### src/rtl/count_direction_decoder_pkg.sv
// Shared types and constants for the count direction decoder.
// The state encoding and step-class codes are shared by the FSM and the step classifier.
package count_direction_decoder_pkg;

    localparam int COUNT_W = 3;

    typedef enum logic [1:0] {
        ST_INIT    = 2'd0,
        ST_ACQUIRE = 2'd1,
        ST_UP      = 2'd2,
        ST_DOWN    = 2'd3
    } state_t;

    typedef enum logic [1:0] {
        STEP_UP      = 2'd0,
        STEP_DOWN    = 2'd1,
        STEP_STALL   = 2'd2,
        STEP_ILLEGAL = 2'd3
    } step_class_t;

endpackage

### src/rtl/count_direction_decoder_step_classifier.sv
// Purely combinational step classifier.
// It classifies the modulo-8 difference between a new sample and the last accepted position.
module step_classifier
    import count_direction_decoder_pkg::*;
#(
    parameter int STRICT = 0
) (
    input  logic [COUNT_W-1:0] i_position,
    input  logic [COUNT_W-1:0] i_count,
    output step_class_t        o_class,
    output logic               o_wrap
);

    logic [COUNT_W-1:0] w_step;

    assign w_step = i_count - i_position;

    always_comb begin
        o_class = STEP_ILLEGAL;
        case (w_step)
            3'd1:    o_class = STEP_UP;
            3'd7:    o_class = STEP_DOWN;
            // A repeated value is a stall, unless strict mode treats it as an error.
            3'd0:    o_class = (STRICT != 0) ? STEP_ILLEGAL : STEP_STALL;
            default: o_class = STEP_ILLEGAL;
        endcase
    end

    assign o_wrap = ((o_class == STEP_UP)   && (i_position == 3'd7)) ||
                    ((o_class == STEP_DOWN) && (i_position == 3'd0));

endmodule

### src/rtl/count_direction_decoder.sv
// Tracks an up/down counter's output and infers its direction.
// It also reports wraps, reversals, stalls and illegal jumps.
module count_direction_decoder
    import count_direction_decoder_pkg::*;
#(
    parameter int ERR_W  = 4,
    parameter int STRICT = 0
) (
    input  logic               i_clock,
    input  logic               i_reset,
    input  logic               i_enable,
    input  logic [COUNT_W-1:0] i_count,
    output logic               o_direction,
    output logic               o_locked,
    output logic [COUNT_W-1:0] o_position,
    output logic               o_wrap,
    output logic               o_reversal,
    output logic               o_stall,
    output logic               o_error,
    output logic [ERR_W-1:0]   o_error_count
);

    localparam logic [ERR_W-1:0] ERR_MAX = '1;

    state_t             r_state;
    logic [COUNT_W-1:0] r_position;
    logic               r_direction;
    logic               r_wrap;
    logic               r_reversal;
    logic               r_stall;
    logic               r_error;
    logic [ERR_W-1:0]   r_errorCount;

    state_t      w_nextState;
    logic        w_nextDirection;
    step_class_t w_class;
    logic        w_stepWrap;
    logic        w_active;
    logic        w_wrapNext;
    logic        w_reversalNext;
    logic        w_stallNext;
    logic        w_errorNext;

    step_classifier #(
        .STRICT(STRICT)
    ) u_classifier (
        .i_position(r_position),
        .i_count   (i_count),
        .o_class   (w_class),
        .o_wrap    (w_stepWrap)
    );

    always_ff @(posedge i_clock) begin
        if (i_reset) begin
            r_state      <= ST_INIT;
            r_position   <= '0;
            r_direction  <= 1'b0;
            r_wrap       <= 1'b0;
            r_reversal   <= 1'b0;
            r_stall      <= 1'b0;
            r_error      <= 1'b0;
            r_errorCount <= '0;
        end else begin
            r_state     <= w_nextState;
            r_direction <= w_nextDirection;
            r_wrap      <= w_wrapNext;
            r_reversal  <= w_reversalNext;
            r_stall     <= w_stallNext;
            r_error     <= w_errorNext;
            if (i_enable) begin
                r_position <= i_count;
            end
            if (w_errorNext && (r_errorCount != ERR_MAX)) begin
                r_errorCount <= r_errorCount + ERR_W'(1);
            end
        end
    end

    always_comb begin
        w_nextState     = r_state;
        w_nextDirection = r_direction;
        if (i_enable) begin
            case (r_state)
                ST_INIT: w_nextState = ST_ACQUIRE;
                ST_ACQUIRE: begin
                    if (w_class == STEP_UP) begin
                        w_nextState     = ST_UP;
                        w_nextDirection = 1'b0;
                    end else if (w_class == STEP_DOWN) begin
                        w_nextState     = ST_DOWN;
                        w_nextDirection = 1'b1;
                    end
                end
                ST_UP: begin
                    if (w_class == STEP_DOWN) begin
                        w_nextState     = ST_DOWN;
                        w_nextDirection = 1'b1;
                    end else if (w_class == STEP_ILLEGAL) begin
                        w_nextState = ST_ACQUIRE;
                    end
                end
                ST_DOWN: begin
                    if (w_class == STEP_UP) begin
                        w_nextState     = ST_UP;
                        w_nextDirection = 1'b0;
                    end else if (w_class == STEP_ILLEGAL) begin
                        w_nextState = ST_ACQUIRE;
                    end
                end
                default: w_nextState = ST_INIT;
            endcase
        end
    end

    // The first sample after INIT only seeds the position, so it never raises a pulse.
    always_comb begin
        w_active       = i_enable && (r_state != ST_INIT);
        w_wrapNext     = w_active && w_stepWrap;
        w_stallNext    = w_active && (w_class == STEP_STALL);
        w_errorNext    = w_active && (w_class == STEP_ILLEGAL);
        w_reversalNext = w_active &&
                         (((r_state == ST_UP)   && (w_class == STEP_DOWN)) ||
                          ((r_state == ST_DOWN) && (w_class == STEP_UP)));
    end

    assign o_direction   = r_direction;
    assign o_locked      = (r_state == ST_UP) || (r_state == ST_DOWN);
    assign o_position    = r_position;
    assign o_wrap        = r_wrap;
    assign o_reversal    = r_reversal;
    assign o_stall       = r_stall;
    assign o_error       = r_error;
    assign o_error_count = r_errorCount;

endmodule
### config.mk
export PLATFORM = sky130hd
export DESIGN_NAME = count_direction_decoder
export DESIGN_NICKNAME = d
export VERILOG_FILES = /design/src/rtl/count_direction_decoder_pkg.sv /design/src/rtl/count_direction_decoder_step_classifier.sv /design/src/rtl/count_direction_decoder.sv
export SDC_FILE = /design/constraint.sdc
export NUM_CORES = 1
export LEC_CHECK = 0
export CAP_MARGIN = 20
export CORE_MARGIN = 2
export CORE_UTILIZATION = 53
export DETAILED_ROUTE_END_ITERATION = 8
export PLACE_DENSITY = 0.82
export SLEW_MARGIN = 20
export SYNTH_ARGS = -nofsm -noshare
export SYNTH_HDL_FRONTEND = slang
export SYNTH_SLANG_ARGS = --single-unit
export TNS_END_PERCENT = 1
### constraint.sdc
create_clock -name i_clock -period 3.8 [get_ports i_clock]
set_clock_uncertainty 0.05 [all_clocks]
set_input_delay 0.76 -clock i_clock [delete_from_list [all_inputs] [get_ports i_clock]]
set_output_delay 0.76 -clock i_clock [all_outputs]
set_load 0.005 [all_outputs]
==> flow_summary_export.csv <==
group,metric,value,unit
status,status,"completed",
setup_path,startpoint,"i_count[0]",
worst_hold_path,hp-class,"flip-flop to flip-flop",
setup_path,crit_fanout,12,
route,postRouteWirelength,2.01,mm
cts,ctsLongestPathBuffers,2,
worst_hold_path,min_from,"o_error_count[1]",
setup_path,end_kind,"flip-flop",
cells_and_area,post_route_cells_drive_above_1_share,0.0924,
setup_path,required,3.96,ns
route,first_pass_iters,4,
cts,path_clk_slew,0.10,ns
floorplan,die_area,2110,µm²
route,avgRoutedWirePerCell,14.8,µm
place,routabilityCongestion,0.851,
setup_path,rr_worst_depth,6,
synth,yosysTopAreaCell,"dfxtp_1",
synth,yosys.area.top_type_share,0.301,
route,drc,0,
synth,syn_area_per_cell,9.22,µm²
timing,hold_viol,0,
floorplan,io_pins,19,
place,hpwl,1.46,mm
synth,synth.cell_area,931,µm²
synth,synth_xor_area_frac,0.0349,
worst_hold_path,hold_depth,2,
synth,ys_seq_elements,14,
floorplan,start_util,0.551,
timing,slew_headroom,0.575,
setup_path,arrival,3.35,ns
timing,finalMaxSlewViolations,0,
setup_path,reg2reg_slack,1.25,ns
global_route,grt_overflow_total,0,
synth,ys.flop_type,"dfxtp_1",
synth,synthMuxAreaShare,0.0820,
synth,synthSimpleGateAreaFrac,0.270,
setup_path,worstReg2RegEnd,"r_state[0]",
timing,setup_viol,0,
floorplan,die_w,45.9,µm
route,post_drt_via_cell_ratio,6.14,
power,ir_worst_vdd,0.252,mV
timing,finalCritPeriodShare,0.840,
synth,synth_fp_nets,114,
cts,cts-root-buf,"clkbuf_4",
cts,cts_hold_buf,0,
timing,tightest_slew,0.636,ns
global_route,grt_start_max_net_pins,20,
cells_and_area,nNetsFinal,133,
timing,finalCriticalPeriod,3.19,ns
synth,synth-seq-area-share,0.301,
route,drt_iter0_drc,10,
cts,post_cts_buffers,0,
global_route,grt_pass1_vias,822,
global_route,grt_pass1_wl,3.40,mm
synth,synthArstFlopShare,0,
synth,synth-compound-area-share,0.157,
timing,final.setup.tns,0,ns
setup_path,r2r_start,"o_position[0]",
setup_path,crit_type,"input port to flip-flop",
synth,yosysWarningCount,0,
cells_and_area,antenna_cells,0,
synth,synth.distinct_cells,41,
job,maxCapViolations,0,
floorplan,placementRows,15,
route,ant_nets,0,
cts,numCtsBuffers,3,
worst_hold_path,min_to,"o_error_count[1]",
synth,synthMostInstantiatedCell,"dfxtp_1",
synth,synthAdderAreaFrac,0.102,
synth,synthTopCellsByCount,"dfxtp_1, nor2_1, ha_1, inv_1, nor3_1",
timing,final.setup.worst_slack,0.610,ns
place,numPortBuffers,18,
floorplan,core,1690,µm²
cts,cts_tree,"done",
route,via_count,835,
power,p_leak,0.454,nW
cells_and_area,area_delta_synth_final,24.3,%
synth,synth.area.top_cells,"dfxtp_1, ha_1, mux2i_1",
synth,synth_top_family_by_area,"simple AND/OR/NAND/NOR gates",
cts,htreeDepth,1,
place,pre_cts_ws,0.302,ns
setup_path,crit_path_start_kind,"input port",
power,p_per_area,343,nW/µm²
timing,fmax,313,MHz
cts,ctsResizeCount,0,
synth,synth_edf_count,0,
cts,clkSinkCount,14,
global_route,grt_usage,0.223,
floorplan,die_y,45.9,µm
global_route,antenna_found_initial,0,
timing,rsz0062_at_grt,"no",
cts,clk_latency,0.29,ns
synth,netlist_instances,101,
[per-layer routing]
| layer | GRT usage | routed length (µm) |
|---|---|---|
| met1 | 0.274 | 914 |
| met2 | 0.356 | 924 |
| met3 | 0.0635 | 121 |
| met4 | 0.103 | 48 |
| met5 | 0 | 0 |
[worst max path at each step]
stage                       end  slack [ns]  cells after the start
2_1_floorplan  o_error_count[0]        1.05                      7
3_3_place_gp         r_state[0]        0.34                      8
3_5_place_dp         r_state[0]        0.30                      8
4_1_cts              r_state[0]        0.60                      8
5_1_grt              r_state[0]        0.43                      8
6_report             r_state[0]        0.61                      8
[through the flow]
| stage | utilization | hold WS (ns) | area (µm²) | std cells | total power [mW] |
|---|---|---|---|---|---|
| 2_1_floorplan | - | 0.440 | 931 | 101 | 0.250 |
| 3_3_place_gp | 0.664 | 0.448 | 1120 | 132 | 0.284 |
| 3_5_place_dp | 0.664 | 0.472 | 1120 | 132 | 0.287 |
| 4_1_cts | 0.685 | 0.487 | 1160 | 136 | 0.398 |
| 5_1_grt | 0.685 | 0.501 | 1160 | 136 | 0.420 |
| 6_report | 0.685 | 0.478 | 1160 | 136 | 0.397 |
[cells by family (layout without fill, tap and decap cells)]
group	count (synthesis)	count (layout)
muxes	7	7
xor gates and xnor gates	2	2
buffers and inverters	12	30
DFF	14	14
adders and majority gates	7	7
AOI/OAI and AO/OA	17	17
and+or+nand+nor	42	42
[layout by cell type (no fill, tap or decap), types with 2 or more instances in the layout]
master           Yosys  final
clkdlybuf4s50_1      0     18
a31oi_1              2      2
nand2_1              2      2
nor2b_1              3      3
nor4_1               3      3
inv_1                6      6
nor4bb_1             3      3
buf_4                1      2
a2111oi_0            3      3
mux2i_1              5      5
nand3_1              4      4
dfxtp_1             14     14
nand3b_1             2      2
nand2b_1             3      3
ha_1                 6      6
nor3_1               6      6
and3_1               2      2
nor2_1               7      7
clkbuf_4             0      3
a211oi_1             2      2
[where the power goes]
group,switching (mW),internal (mW)
clock network,0.0538,0.0584
logic,0.0631,0.0572
registers,0.00921,0.155
[registers in the layout, summed over array words and instances, names as in the netlist, named ones only]
register       count
o_position         3
o_stall            1
r_state            2
o_wrap             1
o_error            1
o_reversal         1
o_error_count      4
[worst max-delay path: stages]
cell and delay [ns]:
clkdlybuf4s50_1 0.48, inv_1 0.05, ha_1 0.20, fa_1 0.61
or4b_2 0.66, a21oi_1 0.27, nor4_1 0.09, a311oi_1 0.23
[area by class of cell]
cell class / instances / area, µm²
Clock buffer: 4 / 36.3
Fill cell: 154 / 532
Inverter: 6 / 22.5
Multi-Input combinational cell: 75 / 602
Sequential cell: 14 / 280
Tap cell: 17 / 21.3
Timing Repair Buffer: 20 / 195
(Power assumes the default switching activity.)
